## src/rtl/camera_pkg.sv

```systemverilog
// camera_pkg: shared state type, exposure limits and readout schedule for the camera core.
package camera_pkg;
  typedef enum logic [1:0] {IDLE, EXPOSE, READOUT} state_t;
  localparam logic [4:0] EXP_MIN = 5'd2, EXP_MAX = 5'd30, EXP_RESET = 5'd2;
  localparam logic [2:0] NRE1_FIRST = 3'd0, NRE1_LAST = 3'd2, ADC1_AT = 3'd1,
                         NRE2_FIRST = 3'd4, NRE2_LAST = 3'd6, ADC2_AT = 3'd5, RC_LAST = 3'd7;
  function automatic logic in_span(input logic [2:0] rc, input logic [2:0] lo, input logic [2:0] hi);
    return rc >= lo && rc <= hi;
  endfunction
endpackage

```

## src/rtl/exposure_readout_ctrl_if.sv

```systemverilog
// exposure_readout_ctrl_if: request/button/timer inputs and pixel/ADC/timer outputs of the controller.
interface exposure_readout_ctrl_if;
  logic init, exp_increase, exp_decrease, ovf5;
  logic start, erase, expose, nre_1, nre_2, adc;
  logic [4:0] exp_time;
  modport master(output init, exp_increase, exp_decrease, ovf5,
                 input start, exp_time, erase, expose, nre_1, nre_2, adc);
  modport slave(input init, exp_increase, exp_decrease, ovf5,
                output start, exp_time, erase, expose, nre_1, nre_2, adc);
endinterface

```

## src/rtl/exposure_time_reg.sv

```systemverilog
// exposure_time_reg: saturating up/down exposure time register, frozen while hold is high.
import camera_pkg::*;
module exposure_time_reg #(
  parameter logic [4:0] LO = EXP_MIN,
  parameter logic [4:0] HI = EXP_MAX,
  parameter logic [4:0] INIT = EXP_RESET
) (
  input  logic       clk,
  input  logic       rst,
  input  logic       inc,
  input  logic       dec,
  input  logic       hold,
  output logic [4:0] q
);
  always_ff @(posedge clk or posedge rst)
    if (rst) q <= INIT;
    else if (!hold) q <= (inc && !dec && q < HI) ? q + 5'd1 : (dec && !inc && q > LO) ? q - 5'd1 : q;
endmodule

```

## src/rtl/exposure_readout_ctrl.sv

```systemverilog
// exposure_readout_ctrl: capture FSM that starts the exposure timer, waits for overflow,
// then sequences the two-row pixel readout with ADC strobes.
import camera_pkg::*;
module exposure_readout_ctrl (
  input logic clk,
  input logic rst,
  exposure_readout_ctrl_if.slave bus
);
  state_t state;
  logic [2:0] rc, ro;
  logic init_q, init_rise, nre1_d, nre2_d, adc_d;
  assign init_rise = bus.init && !init_q;
  // Readout outputs are registered, so decode the rc value being entered this edge.
  assign ro = (state == READOUT) ? rc + 3'd1 : 3'd0;
  assign nre1_d = !in_span(ro, NRE1_FIRST, NRE1_LAST);
  assign nre2_d = !in_span(ro, NRE2_FIRST, NRE2_LAST);
  assign adc_d = ro == ADC1_AT || ro == ADC2_AT;
  exposure_time_reg u_exp (
    .clk(clk), .rst(rst), .inc(bus.exp_increase), .dec(bus.exp_decrease),
    .hold(state != IDLE || init_rise), .q(bus.exp_time)
  );
  always_ff @(posedge clk or posedge rst)
    if (rst) begin
      state <= IDLE;
      rc <= 3'd0;
      init_q <= 1'b0;
      bus.start <= 1'b0;
      bus.erase <= 1'b1;
      bus.expose <= 1'b0;
      bus.nre_1 <= 1'b1;
      bus.nre_2 <= 1'b1;
      bus.adc <= 1'b0;
    end else begin
      init_q <= bus.init;
      bus.start <= 1'b0;
      case (state)
        IDLE: if (init_rise) begin
          state <= EXPOSE;
          bus.start <= 1'b1;
          bus.erase <= 1'b0;
          bus.expose <= 1'b1;
        end
        EXPOSE: if (bus.ovf5) begin
          state <= READOUT;
          rc <= 3'd0;
          bus.expose <= 1'b0;
          bus.nre_1 <= nre1_d;
          bus.nre_2 <= nre2_d;
          bus.adc <= adc_d;
        end
        READOUT: if (rc == RC_LAST) begin
          state <= IDLE;
          rc <= 3'd0;
          bus.erase <= 1'b1;
          bus.nre_1 <= 1'b1;
          bus.nre_2 <= 1'b1;
          bus.adc <= 1'b0;
        end else begin
          rc <= ro;
          bus.nre_1 <= nre1_d;
          bus.nre_2 <= nre2_d;
          bus.adc <= adc_d;
        end
        default: state <= IDLE;
      endcase
    end
endmodule

```

## src/flat_wrapper.sv

```systemverilog
// flat-port wrapper written by rule: the top's interface ports become plain ports
module exposure_readout_ctrl_flat 
  (clk, rst, bus_init, bus_exp_increase, bus_exp_decrease, bus_ovf5, bus_start, bus_exp_time, bus_erase, bus_expose, bus_nre_1, bus_nre_2, bus_adc);
  exposure_readout_ctrl_if bus_i ();
  input logic clk;
  input logic rst;
  input wire logic [$bits(bus_i.init)-1:0] bus_init;
  input wire logic [$bits(bus_i.exp_increase)-1:0] bus_exp_increase;
  input wire logic [$bits(bus_i.exp_decrease)-1:0] bus_exp_decrease;
  input wire logic [$bits(bus_i.ovf5)-1:0] bus_ovf5;
  output wire logic [$bits(bus_i.start)-1:0] bus_start;
  output wire logic [$bits(bus_i.exp_time)-1:0] bus_exp_time;
  output wire logic [$bits(bus_i.erase)-1:0] bus_erase;
  output wire logic [$bits(bus_i.expose)-1:0] bus_expose;
  output wire logic [$bits(bus_i.nre_1)-1:0] bus_nre_1;
  output wire logic [$bits(bus_i.nre_2)-1:0] bus_nre_2;
  output wire logic [$bits(bus_i.adc)-1:0] bus_adc;
  assign bus_i.init = bus_init;
  assign bus_i.exp_increase = bus_exp_increase;
  assign bus_i.exp_decrease = bus_exp_decrease;
  assign bus_i.ovf5 = bus_ovf5;
  assign bus_start = bus_i.start;
  assign bus_exp_time = bus_i.exp_time;
  assign bus_erase = bus_i.erase;
  assign bus_expose = bus_i.expose;
  assign bus_nre_1 = bus_i.nre_1;
  assign bus_nre_2 = bus_i.nre_2;
  assign bus_adc = bus_i.adc;
  exposure_readout_ctrl u_core (.clk(clk), .rst(rst), .bus(bus_i));
endmodule
```

## config.mk

```make
export PLATFORM = sky130hd
export DESIGN_NAME = exposure_readout_ctrl_flat
export DESIGN_NICKNAME = d
export VERILOG_FILES = /design/src/rtl/camera_pkg.sv /design/src/rtl/exposure_readout_ctrl_if.sv /design/src/rtl/exposure_time_reg.sv /design/src/rtl/exposure_readout_ctrl.sv /design/src/flat_wrapper.sv
export SDC_FILE = /design/constraint.sdc
export NUM_CORES = 1
export LEC_CHECK = 0
export ABC_CLOCK_PERIOD_IN_PS = 1890
export CAP_MARGIN = 30
export CORE_UTILIZATION = 44
export DETAILED_ROUTE_END_ITERATION = 10
export PLACE_DENSITY = 0.74
export SLEW_MARGIN = 10
export SYNTH_ARGS = -nofsm -noshare
export SYNTH_HDL_FRONTEND = slang
export SYNTH_SLANG_ARGS = --single-unit
```

## constraint.sdc

```tcl
create_clock -name clk -period 1.89 [get_ports clk]
set_clock_uncertainty 0.05 [all_clocks]
set_input_delay 0.378 -clock clk [delete_from_list [all_inputs] [get_ports clk]]
set_output_delay 0.378 -clock clk [all_outputs]
set_load 0.1 [all_outputs]
```

==> results of run 1 <==
-- final cells by class --
| cell class | instances | area [um2] | share of cell area (%) |
|---|---|---|---|
| clock buffer | 3 | 22.52 | 1.664 |
| clock inverter | 1 | 5.005 | 0.3697 |
| inverter | 5 | 23.77 | 1.756 |
| multi-input combinational | 55 | 479.2 | 35.40 |
| sequential | 17 | 439.2 | 32.44 |
| tap | 25 | 31.28 | 2.311 |
| timing repair buffer | 27 | 352.8 | 26.06 |
-- registers in the layout, indices dropped and copies added, names as in the netlist --
| name | count |
|---|---|
| u_core.bus.adc | 1 |
| u_core.bus.erase | 1 |
| u_core.bus.expose | 1 |
| u_core.bus.nre_1 | 1 |
| u_core.bus.nre_2 | 1 |
| u_core.bus.start | 1 |
| u_core.init_q | 1 |
| u_core.rc | 3 |
| u_core.state | 2 |
| u_core.u_exp.q | 5 |
-- stage by stage --
stage	instances	hold slack [ps]	util, %
finish	133	322.3	75.93
global route	133	362.2	75.93
CTS	133	331.9	73.96
detailed placement	129	430.1	70.88
global placement	129	425.3	70.88
floorplan	77	250.9	-
-- cell usage after synthesis, types with 2 or more instances --
cell type	number
sky130_fd_sc_hd__a21oi_1	3
sky130_fd_sc_hd__nand3_1	2
sky130_fd_sc_hd__xor2_1	2
sky130_fd_sc_hd__nand4_1	2
sky130_fd_sc_hd__inv_1	5
sky130_fd_sc_hd__xnor2_1	2
sky130_fd_sc_hd__dfstp_2	4
sky130_fd_sc_hd__dfrtp_1	13
sky130_fd_sc_hd__o21ai_0	6
sky130_fd_sc_hd__nor2b_1	4
sky130_fd_sc_hd__ha_1	5
sky130_fd_sc_hd__a22o_1	3
sky130_fd_sc_hd__nand2b_1	3
sky130_fd_sc_hd__nand2_1	10
-- timing repair --
action	CTS	global route
gates cloned	0	0
endpoints found under the setup margin	3	4
pin swaps	5	10
gates resized for setup	3	8
hold endpoints to repair	0	0
-- routing by layer --
layer / GRT usage, % / vias up / part of all wire (%)
met5: 0 / - / 0
met4: 8.824 / 0 / 1.6
met3: 6.275 / 5 / 4.5
met2: 34.08 / 19 / 53
met1: 26.55 / 335 / 41
li1: - / 337 / -
-- logic make-up (layout without fill, tap and decap cells) --
family / count (synthesis) / in the layout / synth area share (%)
AND/OR/NAND/NOR: 27 / 27 / 17.71
adder cells (fa/ha/maj): 6 / 6 / 9.579
XOR/XNOR: 4 / 4 / 4.065
flip-flops: 17 / 17 / 49.93
AO/OA/AOI/OAI: 17 / 17 / 14.80
buffers and inverters: 5 / 36 / 2.177
multiplexers: 1 / 1 / 1.741
-- critical path, delay by kind of cell (launching register included) --
kind	cells	cell delay, ps
xor+xnor	1	130
simple gates	6	800
buf+inv	1	90
flops	1	630
fa+ha+maj	1	220
-- path summary, 6_finish.rpt --
check | startpoint | endpoint | slack, ps
worst max-delay path | u_core.u_exp.q[1] | u_core.u_exp.q[4] | -100
worst min-delay path | rst | u_core.rc[0] | 320
worst max register to register | u_core.u_exp.q[1] | u_core.u_exp.q[4] | -100
worst min register to register | u_core.bus.nre_2 | u_core.bus.nre_2 | 440
max in group asynchronous | rst | u_core.bus.nre_2 | 1210
min in group clk | u_core.bus.nre_2 | u_core.bus.nre_2 | 440
==> qor.log, run 1 <==
qor: drt.post_drt_via_cell_ratio 5.233
qor: layout.syn2layout_area_growth 57.04%
qor: clock_tree.path_clk_slew 100 ps
qor: timing.timing.slew.headroom 77.13%
qor: global_route.grt_start_max_net_pins 18
qor: run_status.run_status finished, violations left
qor: global_route.overflow 0
qor: worst_hold_path.holdCritPathClass in -> async
qor: placed_design.gp_routability_congestion 0.7756
qor: clock_tree.cts_buffer_depth 2
qor: synthesis.syn_inst 77
qor: clock_tree.clkSinkCount 17
qor: clock_tree.clk_latency 310 ps
qor: global_route.initial_antenna_violation_count 0
qor: die.number_of_rows_in_the_core_area 15
qor: synthesis.synth_seq_area_share 49.93%
qor: synthesis.synth.yosys.warnings 0
qor: timing.layout_worst_path_cycle_share 105.5%
qor: layout.postLayoutCellArea 1354 um2
qor: drt.detail_route.drc_violations 0
qor: worst_setup_path.cp_data_arrival_time 2180 ps
qor: synthesis.share_of_synthesized_flip_flops_with_an_asynchronous_set_or_reset 100.0%
qor: timing.max_transition_viols_final 0
qor: clock_tree.cts_root_buffer sky130_fd_sc_hd__clkbuf_4
qor: die.die_x 46.27 um
qor: synthesis.netlist.top_cell.by_area sky130_fd_sc_hd__dfrtp_1
qor: synthesis.postSynth.topFlopCell sky130_fd_sc_hd__dfrtp_1
qor: timing.setup-tns-final -172.6 ps
qor: job.timing.max_cap.violations 0
qor: synthesis.synth.distinct_cells 27
qor: synthesis.synth_seq_cells 17
qor: worst_setup_path.critPathSlowestCell sky130_fd_sc_hd__dfstp_4
qor: clock_tree.cts_tree yes
qor: drt.drt-total-wl 2046 um
qor: clock_tree.cts_made_buffers 3
qor: clock_tree.h-tree-depth 1
qor: timing.tightest_slew 341.2 ps
qor: placed_design.cell_area_reported_after_detailed_placement 1264 um2
qor: drt.vias 696
qor: synthesis.netlist_top_cells_area sky130_fd_sc_hd__dfrtp_1 (38%), sky130_fd_sc_hd__dfstp_2 (12%), sky130_fd_sc_hd__ha_1 (7.3%), sky130_fd_sc_hd__nand2_1 (4.4%), sky130_fd_sc_hd__o21ai_0 (3.5%)
qor: synthesis.syn-cell-area 862.1 um2
qor: placed_design.preCtsSetupSlack -337.6 ps
qor: global_route.grt_usage 21.26%
qor: worst_setup_path.crit_chain nand4_1 -> and3b_2 -> clkinv_4 -> fa_2 -> nand3_1 -> nand2_2 -> nand3_2 -> nand2_2 -> xor2_1
qor: placed_design.buffer_ports.inserted 16
qor: layout.num-fill-cells 127
qor: worst_setup_path.timing.critical_path.to_type flop
qor: timing.max_freq 501.3 MHz
qor: worst_setup_path.timing.reg2reg.worst_path_depth 9
qor: timing.timing.final.crit_period 1995 ps
qor: worst_setup_path.critical_path.startpoint_type flop
qor: drt.drt-initial-drc-count 9
qor: worst_setup_path.max_incr_delay_on_cp 630 ps
qor: layout.insertedDiodeCount 0
qor: worst_setup_path.worstSetupPathType reg -> reg
qor: global_route.number_of_global_route_vias_before_repair 712
qor: layout.drive_above_1_share 48.15%
qor: run_status.failed_checks setup timing
qor: synthesis.post_synth.cell_area_avg 11.20 um2
qor: timing.finalSetupViolations 2
qor: layout.nets 121
qor: worst_setup_path.endpoint_required_time_on_the_critical_path 2080 ps
qor: worst_setup_path.worst-path-max-fanout 4
qor: clock_tree.post-cts-setup-buffer-count 0
qor: synthesis.synth_edf_count 0
qor: timing.hold_fails_final_rpt 0
qor: layout.final_cell_mix sky130_fd_sc_hd__buf_12 (11), sky130_fd_sc_hd__buf_4 (11), sky130_fd_sc_hd__dfrtp_1 (9)
qor: timing.grt_setup_unrepaired yes
qor: drt.drt_pre_antenna_iters 4
qor: drt.postRouteAntennaNets 0
qor: clock_tree.cts_hold_buf 0
qor: placed_design.detailed_place_hpwl 1447 um
qor: die.io_pins 17
qor: die.die_height 46.27 um
qor: worst_setup_path.crit_path_top_cell_by_count sky130_fd_sc_hd__nand2_2
qor: die.die_area 2140 um2
qor: global_route.first_pass_grt_wire_length 3125 um
qor: timing.worst_setup_slack_final -104.6 ps
qor: drt.avgRoutedWirePerCell 15.38 um
qor: synthesis.synth_top_area_share 37.74%
qor: synthesis.postSynthNetCount 89
qor: die.start_util 48.35%
qor: die.floorplan.core_area 1783 um2
Power of run 1 is not shown: default switching activity piles up to over one toggle a cycle in this logic, so the estimate is an artifact.
==> inputs of run 2 (changes only) <==
--- a/config.mk
+++ b/config.mk
@@ -5,11 +5,11 @@
 export SDC_FILE = /design/constraint.sdc
 export NUM_CORES = 1
 export LEC_CHECK = 0
-export ABC_CLOCK_PERIOD_IN_PS = 1890
+export ABC_CLOCK_PERIOD_IN_PS = 2550
 export CAP_MARGIN = 30
-export CORE_UTILIZATION = 44
+export CORE_UTILIZATION = 53
 export DETAILED_ROUTE_END_ITERATION = 10
-export PLACE_DENSITY = 0.74
+export PLACE_DENSITY = 0.84
 export SLEW_MARGIN = 10
 export SYNTH_ARGS = -nofsm -noshare
 export SYNTH_HDL_FRONTEND = slang
==> constraint.sdc (replaced) <==
create_clock -name clk -period 2.55 [get_ports clk]
set_clock_uncertainty 0.05 [all_clocks]
set_input_delay 0.51 -clock clk [delete_from_list [all_inputs] [get_ports clk]]
set_output_delay 0.51 -clock clk [all_outputs]
set_load 0.1 [all_outputs]
==> run 2 against run 1 <==
  * The flow now finishes without violations
  * Worst setup slack gained 460 ps
  * Cell count shrank 15%
  * Non-clock buffer count shrank 11
  * Worst hold slack gained 100 ps
  * Highest routed layer unchanged
  * Critical path depth shrank 1
  * Count of clock-buffer cells in the layout grew 1
==> qor.log, run 2 (same netlist as run 1, synthesis figures left out) <==
qor: timing.layout_worst_path_cycle_share 86.14%
qor: clock_tree.path_clk_slew 80 ps [-20 ps]
qor: drt.postRouteAntennaNets 0 [unchanged]
qor: layout.layout_top_registers u_core.u_exp.q (5), u_core.rc (3), u_core.state (2)
qor: drt.detail_route.drc_violations 0 [unchanged]
qor: run_status.run_status finished clean
qor: clock_tree.cts_hold_buf 0 [unchanged]
qor: global_route.grt_usage 18.63% [-2.6 points]
qor: worst_setup_path.timing.critical_path.to_type flop
qor: timing.max_freq 455.2 MHz
qor: worst_setup_path.crit_chain clkdlybuf4s50_1 -> and3b_1 -> inv_1 -> ha_1 -> a21o_2 -> a21oi_1 -> xor2_1 -> o21ai_0
qor: timing.timing.slew.headroom 57.98% [-19 points]
qor: timing.tightest_slew 629.6 ps [+288.4 ps]
qor: drt.drt_pre_antenna_iters 4 [unchanged]
qor: clock_tree.cts_made_buffers 3 [unchanged]
qor: global_route.number_of_global_route_vias_before_repair 578 [-19%]
qor: layout.drive_above_1_share 25.77% [-22 points]
qor: worst_hold_path.min_from u_core.bus.nre_2
qor: clock_tree.cts_buffer_depth 2 [unchanged]
qor: die.number_of_rows_in_the_core_area 14 [-1]
qor: die.die_x 42.33 um [-8.5%]
qor: global_route.initial_antenna_violation_count 0 [unchanged]
qor: drt.vias 599 [-14%]
qor: worst_setup_path.rr_endpoint u_core.u_exp.q[3]
qor: worst_setup_path.max_incr_delay_on_cp 500 ps [-130 ps]
qor: drt.drt-initial-drc-count 2 [-7]
qor: worst_setup_path.timing.reg2reg.worst_path_depth 8 [-1]
qor: clock_tree.clkSinkCount 17 [unchanged]
qor: die.die_height 42.33 um [-8.5%]
qor: layout.insertedDiodeCount 0 [unchanged]
qor: timing.grt_setup_unrepaired no
qor: timing.setup-tns-final 0 ps [+172.6 ps]
qor: clock_tree.clk_latency 280 ps [-30 ps]
qor: clock_tree.cts_root_buffer sky130_fd_sc_hd__clkbuf_4
qor: die.start_util 57.23% [+8.9 points]
qor: layout.syn2layout_area_growth 20.75%
qor: global_route.overflow 0 [unchanged]
qor: clock_tree.cts-resized-gates 0 [-3]
qor: worst_setup_path.reg2reg_from u_core.u_exp.q[1]
qor: layout.largest-register u_core.u_exp.q
qor: timing.finalSetupViolations 0 [-2]
qor: worst_setup_path.critical_path.startpoint_type primary input
qor: layout.nets 110 [-9.1%]
qor: layout.num-fill-cells 131 [+3.1%]
qor: placed_design.gp_routability_congestion 0.8032 [+3.6%]
qor: die.floorplan.core_area 1506 um2 [-16%]
qor: layout.largest_register_ff_count 5 [unchanged]
qor: die.die_area 1792 um2 [-16%]
qor: clock_tree.post-cts-setup-buffer-count 0 [unchanged]
qor: worst_hold_path.worst_hold_path.num_cells 2
qor: layout.final_common_cell sky130_fd_sc_hd__dfrtp_1
qor: worst_setup_path.setup_slack_on_the_worst_flop_to_flop_path 450 ps [+550 ps]
qor: clock_tree.cts_tree yes
qor: drt.post_drt_via_cell_ratio 5.301 [+1.3%]
qor: worst_hold_path.hold-path-endpoint u_core.bus.nre_2
qor: clock_tree.h-tree-depth 1 [unchanged]
qor: timing.hold_fails_final_rpt 0 [unchanged]
qor: global_route.grt_start_max_net_pins 18 [unchanged]
qor: drt.drt-total-wl 1481 um [-28%]
qor: die.io_pins 17 [unchanged]
qor: timing.timing.final.crit_period 2197 ps
qor: worst_setup_path.critPathSlowestCell sky130_fd_sc_hd__clkdlybuf4s50_1
qor: drt.avgRoutedWirePerCell 13.11 um [-15%]
qor: worst_setup_path.endpoint_required_time_on_the_critical_path 2650 ps [+570 ps]
qor: worst_setup_path.worstSetupPathType in -> reg
qor: job.timing.max_cap.violations 0 [unchanged]
qor: placed_design.detailed_place_hpwl 1110 um [-23%]
qor: worst_hold_path.holdCritPathClass reg -> reg
qor: layout.final_cell_mix sky130_fd_sc_hd__dfrtp_1 (13), sky130_fd_sc_hd__buf_4 (11), sky130_fd_sc_hd__nand2_1 (10)
qor: global_route.first_pass_grt_wire_length 2463 um [-21%]
qor: worst_setup_path.cp_data_arrival_time 2300 ps [+120 ps]
qor: timing.max_transition_viols_final 0 [unchanged]
qor: worst_setup_path.worst-path-max-fanout 4 [unchanged]
qor: placed_design.buffer_ports.inserted 16 [unchanged]
run 2: changes by cell type in the layout (fill, tap and decap cells not counted), sizes merged:
| cell | previous run | this run |
|---|---|---|
| clkinv | 2 | 0 |
| buf | 22 | 11 |
| clkbuf | 3 | 4 |
| inv | 4 | 5 |
run 2: final cells by class:
class                           instances  area, um2  area share [%]
Multi-Input combinational cell         55      412.9           39.66
Inverter                                5      18.77           1.803
Tap cell                               16      20.02           1.923
Clock buffer                            4      26.28           2.524
Timing Repair Buffer                   16      132.6           12.74
Sequential cell                        17      430.4           41.35
run 2: routing by layer:
layer | wire length, um | GRT usage, % | vias to the layer above
met3 | 51 | 7.759 | 2
met2 | 677 | 27.69 | 12
met1 | 733 | 24.71 | 275
met5 | 0 | 0 | -
met4 | 19 | 6.250 | 0
li1 | - | - | 310
run 2: stage by stage:
stage	area [um2]	util (%)	hold WS, ps	setup WS (ps)	std cells
floorplan	862.1	-	383.2	84.68	77
finish	1041	69.10	422.0	353.3	113
detailed placement	1015	67.36	405.8	64.63	109
global route	1041	69.10	448.5	234.9	113
global placement	1015	67.36	407.3	93.49	109
CTS	1041	69.10	418.5	369.3	113
run 2: worst max-delay path by stage:
| stage | slack (ps) | endpoint | start |
|---|---|---|---|
| 2_1_floorplan | 80 | u_core.u_exp.q[3] | u_core.u_exp.q[4] |
| 4_1_cts | 370 | u_core.u_exp.q[3] | bus_exp_increase |
| 5_1_grt | 230 | u_core.u_exp.q[3] | bus_exp_increase |
| 3_5_place_dp | 60 | u_core.u_exp.q[3] | bus_exp_increase |
| 3_3_place_gp | 90 | u_core.u_exp.q[3] | bus_exp_increase |
| 6_report | 350 | u_core.u_exp.q[3] | bus_exp_increase |
run 2: worst max-delay path: cells and delay by family:
kind	cells	cell delay (ps)
adder cells (fa/ha/maj)	1	290
buffers and inverters	2	620
XOR/XNOR	1	160
AND/OR/NAND/NOR	1	260
AO/OA/AOI/OAI	3	460
Power of run 2 is left out for the same reason.
==> inputs of run 3 (changes only) <==
--- a/config.mk
+++ b/config.mk
@@ -7,9 +7,9 @@
 export LEC_CHECK = 0
 export ABC_CLOCK_PERIOD_IN_PS = 2550
 export CAP_MARGIN = 30
-export CORE_UTILIZATION = 53
+export CORE_UTILIZATION = 42
 export DETAILED_ROUTE_END_ITERATION = 10
-export PLACE_DENSITY = 0.84
+export PLACE_DENSITY = 0.69
 export SLEW_MARGIN = 10
 export SYNTH_ARGS = -nofsm -noshare
 export SYNTH_HDL_FRONTEND = slang
==> run 3 against run 2 <==
  * Worst setup slack better by 32 ps
  * First-iteration DRC count stayed put
  * Sequential share of layout area is 0.59 points lower
  * Final area grew 1.4%
  * Fmax up 1.5%
  * Critical endpoint unchanged
  * Largest cell class unchanged
==> qor.log, run 3 (same netlist as run 1, synthesis figures left out) <==
qor: timing.grt_setup_unrepaired no
qor: layout.final_cell_mix sky130_fd_sc_hd__dfrtp_1 (13), sky130_fd_sc_hd__buf_4 (11), sky130_fd_sc_hd__nand2_1 (10)
qor: worst_setup_path.worstSetupPathType in -> reg
qor: layout.layout_top_registers u_core.u_exp.q (5), u_core.rc (3), u_core.state (2)
qor: drt.avgRoutedWirePerCell 11.40 um [-13%]
qor: global_route.grt_start_max_net_pins 18 [unchanged]
qor: placed_design.detailed_place_hpwl 1068 um [-3.8%]
qor: drt.drt-initial-drc-count 2 [unchanged]
qor: die.floorplan.core_area 1942 um2 [+29%]
qor: timing.setup-tns-final 0 ps [unchanged]
qor: die.die_area 2238 um2 [+25%]
qor: die.die_x 47.31 um [+12%]
qor: die.die_height 47.31 um [+12%]
qor: drt.postRouteAntennaNets 0 [unchanged]
qor: layout.final_cell_count_no_fill 124 [+9.7%]
qor: timing.finalSetupViolations 0 [unchanged]
qor: worst_setup_path.critical_path.startpoint_type primary input
qor: clock_tree.cts_root_buffer sky130_fd_sc_hd__clkbuf_4
qor: layout.largest_register_ff_count 5 [unchanged]
qor: layout.syn2layout_area_growth 22.50%
qor: layout.final_common_cell sky130_fd_sc_hd__dfrtp_1
qor: timing.tightest_slew 623.6 ps [-6.092 ps]
qor: clock_tree.cts_hold_buf 0 [unchanged]
qor: layout.insertedDiodeCount 0 [unchanged]
qor: drt.drt_pre_antenna_iters 4 [unchanged]
qor: global_route.first_pass_grt_wire_length 2263 um [-8.1%]
qor: layout.nets 110 [unchanged]
qor: placed_design.cells_after_dpl 120 [+10%]
qor: drt.drt-total-wl 1414 um [-4.5%]
qor: clock_tree.cts_made_buffers 3 [unchanged]
qor: global_route.initial_antenna_violation_count 0 [unchanged]
qor: timing.max_freq 461.9 MHz [+1.5%]
qor: global_route.overflow 0 [unchanged]
qor: timing.layout_worst_path_cycle_share 84.90% [-1.2 points]
qor: timing.max_transition_viols_final 0 [unchanged]
qor: clock_tree.clk_latency 300 ps [+20 ps]
qor: worst_setup_path.endpoint_required_time_on_the_critical_path 2680 ps [+30 ps]
qor: worst_setup_path.crit_chain clkdlybuf4s50_1 -> and3b_1 -> inv_1 -> ha_1 -> a21o_2 -> a21oi_1 -> xor2_1 -> o21ai_0
qor: timing.timing.final.crit_period 2165 ps [-31.73 ps]
qor: layout.largest-register u_core.u_exp.q
qor: worst_setup_path.worst-path-max-fanout 4 [unchanged]
qor: clock_tree.cts_buffer_depth 2 [unchanged]
qor: layout.drive_above_1_share 26.80% [+1.0 points]
qor: clock_tree.post-cts-setup-buffer-count 0 [unchanged]
qor: drt.detail_route.drc_violations 0 [unchanged]
qor: clock_tree.h-tree-depth 1 [unchanged]
qor: worst_setup_path.cpLargestDelayFamily buffers and inverters
qor: worst_setup_path.max_incr_delay_on_cp 490 ps [about the same]
qor: run_status.run_status finished clean
qor: clock_tree.clkSinkCount 17 [unchanged]
qor: layout.finished_core_util 54.38% [-15 points]
qor: clock_tree.path_clk_slew 90 ps [about the same]
qor: worst_setup_path.timing.critical_path.to_type flop
qor: placed_design.buffer_ports.inserted 16 [unchanged]
qor: job.timing.max_cap.violations 0 [unchanged]
qor: clock_tree.cts-resized-gates 0 [unchanged]
qor: drt.vias 600 [+0.17%]
qor: worst_setup_path.timing.critical_path.buf_inv 2 [unchanged]
qor: global_route.number_of_global_route_vias_before_repair 521 [-9.9%]
qor: placed_design.gp_routability_congestion 0.7290 [-9.2%]
qor: die.number_of_rows_in_the_core_area 16 [+2]
qor: drt.post_drt_via_cell_ratio 4.839 [-8.7%]
qor: die.start_util 44.39% [-13 points]
qor: worst_hold_path.holdCritPathClass reg -> reg
qor: worst_setup_path.critPathSlowestCell sky130_fd_sc_hd__clkdlybuf4s50_1
qor: worst_setup_path.cp_data_arrival_time 2290 ps [about the same]
qor: die.io_pins 17 [unchanged]
qor: timing.hold_fails_final_rpt 0 [unchanged]
qor: global_route.grt_usage 14.96% [-3.7 points]
qor: clock_tree.cts_tree yes
qor: timing.timing.slew.headroom 58.38% [+0.41 points]
qor: worst_setup_path.setup_slack_on_the_worst_flop_to_flop_path 430 ps [-20 ps]
-- run 3: changes by cell type in the layout (fill, tap and decap cells not counted), sizes merged --
| cell | delta |
|---|---|
| clkbuf | -1 |
| clkinv | +1 |
-- run 3: through the flow --
stage / worst slack, ps / hold slack [ps] / instance area, um2
2_1_floorplan: 84.68 / 383.2 / 862.1
3_3_place_gp: 80.68 / 412.4 / 1028
3_5_place_dp: 67.35 / 411.0 / 1028
4_1_cts: 371.0 / 425.4 / 1056
5_1_grt: 258.5 / 451.0 / 1056
6_report: 385.0 / 423.9 / 1056
-- run 3: layer usage --
| layer | vias to the layer above | track usage (%) | wire length [um] |
|---|---|---|---|
| met5 | - | 0 | 0 |
| met4 | 0 | 5.143 | 22 |
| met3 | 4 | 5.769 | 67 |
| met2 | 10 | 20.55 | 612 |
| met1 | 274 | 21.34 | 712 |
| li1 | 312 | - | - |
-- run 3: worst min-delay path, stage by stage, from the launching register on --
cell and delay, ps:
sky130_fd_sc_hd__dfstp_2 380, sky130_fd_sc_hd__inv_1 40, sky130_fd_sc_hd__a32oi_1 60
-- run 3: final timing paths --
kind | startpoint | endpoint | cells after the start
min | u_core.bus.nre_2 | u_core.bus.nre_2 | 2
max reg2reg | u_core.u_exp.q[1] | u_core.u_exp.q[3] | 8
min in group asynchronous | rst | u_core.rc[1] | 2
min reg2reg | u_core.bus.nre_2 | u_core.bus.nre_2 | 2
max | bus_exp_increase | u_core.u_exp.q[3] | 8
max in group asynchronous | rst | u_core.u_exp.q[2] | 2
-- run 3: cell type report --
cell class | instances | area [um2]
Clock inverter | 1 | 5.005
Fill cell | 186 | 885.9
Tap cell | 27 | 33.78
Inverter | 5 | 18.77
Clock buffer | 3 | 22.52
Multi-Input combinational cell | 55 | 412.9
Timing Repair Buffer | 16 | 132.6
Sequential cell | 17 | 430.4
Power of run 3 is left out for the same reason.
